[config.mk]
export PLATFORM = sky130hd
export DESIGN_NAME = wb_stage
export DESIGN_NICKNAME = d
export VERILOG_FILES = /design/src/rtl/wb_pkg.sv /design/src/rtl/load_ext.sv /design/src/rtl/wb_stage.sv
export SDC_FILE = /design/constraint.sdc
export NUM_CORES = 1
export LEC_CHECK = 0
export CAP_MARGIN = 10
export CORE_UTILIZATION = 31
export CTS_CLUSTER_DIAMETER = 30
export DETAILED_ROUTE_END_ITERATION = 8
export PLACE_DENSITY = 0.56
export SLEW_MARGIN = 20
export SYNTH_ARGS = -nofsm -noshare
export SYNTH_HDL_FRONTEND = slang
export SYNTH_SLANG_ARGS = --single-unit
[constraint.sdc]
create_clock -name clk -period 5.6 [get_ports clk]
set_clock_uncertainty 0.05 [all_clocks]
set_input_delay 0.56 -clock clk [delete_from_list [all_inputs] [get_ports clk]]
set_output_delay 0.56 -clock clk [all_outputs]
set_load 0.01 [all_outputs]
[src/rtl/wb_pkg.sv]
// ============================================================================
// Module      : wb_pkg
// Description : Shared memory-op encodings (RISC-V load funct3) for WB,
//               data-memory and decode blocks.
// Revision    : 1.0  initial release
// ============================================================================
`default_nettype none

package wb_pkg;

    typedef logic [2:0] mem_op_t;

    localparam mem_op_t MEM_LB  = 3'b000;
    localparam mem_op_t MEM_LH  = 3'b001;
    localparam mem_op_t MEM_LW  = 3'b010;
    localparam mem_op_t MEM_LBU = 3'b100;
    localparam mem_op_t MEM_LHU = 3'b101;

    // True for halfword ops, which only need the low address bit clear.
    function automatic logic is_half_op(input mem_op_t op);
        return (op == MEM_LH) || (op == MEM_LHU);
    endfunction

endpackage

`default_nettype wire

[src/rtl/load_ext.sv]
// ============================================================================
// Module      : load_ext
// Description : Byte/halfword lane selection with sign/zero extension and
//               misalignment detection for an aligned 32-bit memory word.
// Revision    : 1.0  initial release
// ============================================================================
`default_nettype none

module load_ext
    import wb_pkg::*;
#(
    parameter int XLEN = 32
) (
    input  logic [XLEN-1:0] word,
    input  logic [2:0]      mem_op,
    input  logic [1:0]      addr,
    output logic [XLEN-1:0] extracted,
    output logic            misalign
);

    logic [7:0]  w_byte;
    logic [15:0] w_half;

    always_comb begin
        case (addr)
            2'd0:    w_byte = word[7:0];
            2'd1:    w_byte = word[15:8];
            2'd2:    w_byte = word[23:16];
            default: w_byte = word[31:24];
        endcase
        w_half = addr[1] ? word[31:16] : word[15:0];
    end

    always_comb begin
        extracted = word;
        case (mem_op)
            MEM_LB:  extracted = {{(XLEN-8){w_byte[7]}}, w_byte};
            MEM_LBU: extracted = {{(XLEN-8){1'b0}}, w_byte};
            MEM_LH:  extracted = {{(XLEN-16){w_half[15]}}, w_half};
            MEM_LHU: extracted = {{(XLEN-16){1'b0}}, w_half};
            default: extracted = word;
        endcase
    end

    always_comb begin
        misalign = 1'b0;
        if (is_half_op(mem_op)) begin
            misalign = addr[0];
        end else if (mem_op == MEM_LW) begin
            misalign = (addr != 2'b00);
        end
    end

endmodule

`default_nettype wire

[src/rtl/wb_stage.sv]
// ============================================================================
// Module      : wb_stage
// Description : RV32I write-back stage: MEM/WB register, load extraction,
//               register-file write port and retired-instruction counter.
// Revision    : 1.0  initial release
// ============================================================================
`default_nettype none

module wb_stage
    import wb_pkg::*;
#(
    parameter int XLEN  = 32,
    parameter int CNT_W = 64
) (
    input  logic             clk,
    input  logic             reset,
    input  logic             in_valid,
    input  logic             stall,
    input  logic             flush,
    input  logic [XLEN-1:0]  alu_or_ia4,
    input  logic [XLEN-1:0]  data,
    input  logic             is_load,
    input  logic [2:0]       mem_op,
    input  logic [4:0]       rd,
    input  logic             wb_enable,
    output logic             wb_valid,
    output logic             rf_we,
    output logic [4:0]       rf_waddr,
    output logic [XLEN-1:0]  rf_wdata,
    output logic             misalign,
    output logic [CNT_W-1:0] instret
);

    logic             r_valid;
    logic [XLEN-1:0]  r_result;
    logic [XLEN-1:0]  r_word;
    logic             r_is_load;
    logic [2:0]       r_mem_op;
    logic [4:0]       r_rd;
    logic             r_wb_enable;
    logic [CNT_W-1:0] r_instret;

    logic [XLEN-1:0]  w_extracted;
    logic             w_ext_misalign;
    logic             w_misalign;
    logic             w_retire;

    // Only an instruction actually accepted into WB counts as retired.
    assign w_retire = in_valid & ~flush & ~stall;

    always_ff @(posedge clk or negedge reset) begin
        if (!reset) begin
            r_valid     <= 1'b0;
            r_result    <= '0;
            r_word      <= '0;
            r_is_load   <= 1'b0;
            r_mem_op    <= 3'b000;
            r_rd        <= 5'd0;
            r_wb_enable <= 1'b0;
        end else if (flush) begin
            r_valid     <= 1'b0;
        end else if (!stall) begin
            r_valid     <= in_valid;
            r_result    <= alu_or_ia4;
            r_word      <= data;
            r_is_load   <= is_load;
            r_mem_op    <= mem_op;
            r_rd        <= rd;
            r_wb_enable <= wb_enable;
        end
    end

    always_ff @(posedge clk or negedge reset) begin
        if (!reset) begin
            r_instret <= '0;
        end else if (w_retire) begin
            r_instret <= r_instret + CNT_W'(1);
        end
    end

    load_ext #(
        .XLEN (XLEN)
    ) u_load_ext (
        .word      (r_word),
        .mem_op    (r_mem_op),
        .addr      (r_result[1:0]),
        .extracted (w_extracted),
        .misalign  (w_ext_misalign)
    );

    assign w_misalign = r_valid & r_is_load & w_ext_misalign;

    // A misaligned load still retires but must not corrupt the register file.
    assign wb_valid = r_valid;
    assign misalign = w_misalign;
    assign rf_waddr = r_rd;
    assign rf_wdata = r_is_load ? w_extracted : r_result;
    assign rf_we    = r_valid & r_wb_enable & (r_rd != 5'd0) & ~w_misalign;
    assign instret  = r_instret;

endmodule

`default_nettype wire

==> results by group <==
Status
  • Status: finished clean

Route
  • Post-DRT Antenna Nets: 0
  • Post-route DRC: 0
  • Via count: 5349
  • Initial DRC count: 255
  • WL final: 19.5 mm
  • Router iterations before antenna repair: 4
  • Drt via density: 4.88
  • Drt wl/cell: 17.8 um

Clocking
  • # Post-CTS Setup Buffers: 0
  • Num CTS Buffers: 17
  • Clock Latency Late Sink: 0.42 ns
  • CTS H-Tree Depth: 4
  • Hold_buf cts: 0
  • CTS Buffer Depth: 2
  • PostCTS Resize Cnt: 0
  • Root buffer cell: clkbuf_16
  • Clock transition at the registers of the reported paths: 0.06 ns
  • CTS sink cnt: 139
  • CTS tree: built

Floorplan
  • Die area: 22200 sq um
  • Number of I/O pins: 183
  • Initial core utilization: 31.7%
  • Die Height: 149 um
  • # rows: 53
  • Core ar.: 21100 sq um
  • Die W: 149 um

STA
  • Period minus WS final: 3.91 ns
  • Peak Freq: 255 MHz
  • Endpoints failing setup: 0
  • Worst slew pin tran: 1.08 ns
  • Final Cycle Share: 69.9%
  • RSZ-0062 raised after global routing: no
  • Final setup TNS: 0 ns
  • Max Transition Viols Final: 0
  • Fin. Hold Viols: 0
  • Relative slew margins: 28.0%

Yosys
  • Post-synth EDFFs: 0
  • Post-synth top cells: dfrtp_1, mux2_2, nand2_1
  • Cells after Synth: 632
  • Top-count cell post-synth: dfrtp_1
  • Synth area leader: dfrtp_1
  • Synth top area share: 52.0%
  • Synth Warn #: 0
  • Mean Syn Cell Area: 10.6 sq um
  • Ys async rst share: 100%
  • Synth Net Count: 712
  • Register bit total from synthesis: 139
  • Syn Std Cell Area: 6690 sq um
  • Primary FF master, synth: dfrtp_1
  • Ranking of synthesized cells by area: dfrtp_1, mux2_2, xnor2_1
  • Unique masters post-synth: 38
  • Sequential-to-total area share from yosys stat: 52.0%

GRT
  • Vias in the first global route: 5490
  • Initial antenna violation count: 1
  • First-pass GRT wire length: 30.6 mm
  • Grt ovf: 0
  • Gr usage total: 18.2%
  • Largest net degree at the start of global routing: 88

Worst setup path
  • R2r startpoint: instret[25]
  • RR Endpoint: instret[45]
  • Worst setup EP type: output port
  • Req. time, crit path: 4.99 ns
  • CP max stage cell: dfrtp_1
  • CP arrival: 3.30 ns
  • Critical path's largest stage delay: 0.77 ns
  • Crit path from: r_result[1]
  • CP max FO: 20
  • Critical path startpoint category: flip-flop
  • R2r setup slk: 2.66 ns
  • Critical path, cell by cell: mux4_2 -> nand2b_1 -> a211oi_1 -> nor2b_2 -> a21oi_1 -> clkdlybuf4s50_1
  • FF-to-FF path depth: 5
  • Worst Setup Path Type: flip-flop to output port

Min path
  • Hold Crit Class: input port to async pin

Placement
  • Port buffer count: 182
  • DP Wirelength: 13.9 mm
  • Placer Congestion: 0.800
  • Cells after DPL: 1064

Pwr
  • PD cells: 319 nW/um^2
  • VDD IR max: 0.177 mV
  • P_leak: 3.84 nW

Cells and area
  • Synth-to-Final Area Change: 40.5%
  • Final nets: 888
  • Finished Layout Cells: 1097
  • Number of fill cells: 2075
  • Layout cells sized above 1: 14.6%

Run
  • Max_cap viols: 0
placed cells by master, fill, tap and decap left out, drive strengths merged, types with 5 or more instances in the layout:
cell             n
nor3            26
nand3           21
o211ai           6
o22ai            8
inv             26
nand4           24
nor3b            5
nand2           64
clkbuf          20
nor2b            5
a21oi           26
mux2            73
or3              6
dfrtp          139
clkdlybuf4s50  181
nor2            39
nor4            15
xor2            29
xnor2           33
and3             6
o21ai           35
state kept, by name, summed over array words and instances, names as in the netlist:
register	flops
rf_waddr	5
wb_valid	1
r_word	32
r_wb_enable	1
instret	64
r_is_load	1
r_result	32
r_mem_op	3
worst max path at each step:
stage               slack [ns]           end
floorplan                 2.97   instret[31]
global placement          1.89  rf_wdata[30]
detailed placement        1.72  rf_wdata[22]
CTS                       1.25  rf_wdata[22]
global route              1.47  rf_wdata[22]
finish                    1.69  rf_wdata[22]
worst max-delay path, delay by kind of cell, from the launching register on:
kind | cells | cell delay, ns
multiplexers | 1 | 0.60
AO/OA/AOI/OAI | 2 | 0.28
flip-flops | 1 | 0.77
buffers and inverters | 1 | 0.53
AND/OR/NAND/NOR | 2 | 0.71
report_power, final:
group	switching (mW)	internal, mW
combinational	0.274	0.339
sequential	0.0982	1.10
clock	0.452	0.730
layout make-up:
| class | instances | area, sq um | area share (%) |
|---|---|---|---|
| tap | 275 | 344 | 3.66 |
| inverter | 23 | 86.3 | 0.918 |
| clock inverter | 12 | 163 | 1.73 |
| clock buffer | 20 | 457 | 4.86 |
| timing repair buffer | 185 | 1850 | 19.6 |
| sequential | 139 | 3480 | 37.0 |
| antenna | 1 | 2.50 | 0.0266 |
| multi-input combinational | 442 | 3020 | 32.2 |
through the flow:
| step | power, mW | worst slack, ns | hold slack, ns | utilization, % | cell area [sq um] |
|---|---|---|---|---|---|
| final | 2.99 | 1.69 | 0.141 | 44.6 | 9400 |
| after detailed placement | 1.84 | 1.72 | 0.414 | 41.6 | 8780 |
| after global placement | 1.83 | 1.89 | 0.411 | 41.6 | 8780 |
| after global routing | 3.14 | 1.47 | 0.190 | 44.6 | 9400 |
| after CTS | 3.04 | 1.25 | 0.160 | 44.6 | 9400 |
| after floorplan | 1.49 | 2.97 | 0.214 | - | 6690 |
cell families (layout without fill, tap and decap cells):
| logic type | Yosys count | in the layout | synth area share [%] |
|---|---|---|---|
| flip-flops | 139 | 139 | 52.0 |
| multiplexers | 78 | 78 | 13.2 |
| buffers and inverters | 51 | 240 | 2.97 |
| XOR/XNOR | 62 | 62 | 8.12 |
| other | 0 | 1 | 0 |
| AND/OR/NAND/NOR | 224 | 224 | 17.3 |
| adder cells (fa/ha/maj) | 1 | 1 | 0.187 |
| AO/OA/AOI/OAI | 77 | 77 | 6.23 |
per-layer routing:
layer | routed length (um) | up-vias | part of all wire, % | GRT usage (%)
li1 | - | 2574 | - | -
met1 | 9100 | 2600 | 47 | 24.3
met2 | 9000 | 155 | 46 | 28.9
met3 | 1140 | 20 | 5.8 | 4.40
met4 | 274 | 0 | 1.4 | 5.92
met5 | 0 | - | 0 | 0
No activity file was read; power rests on OpenSTA's default activity.
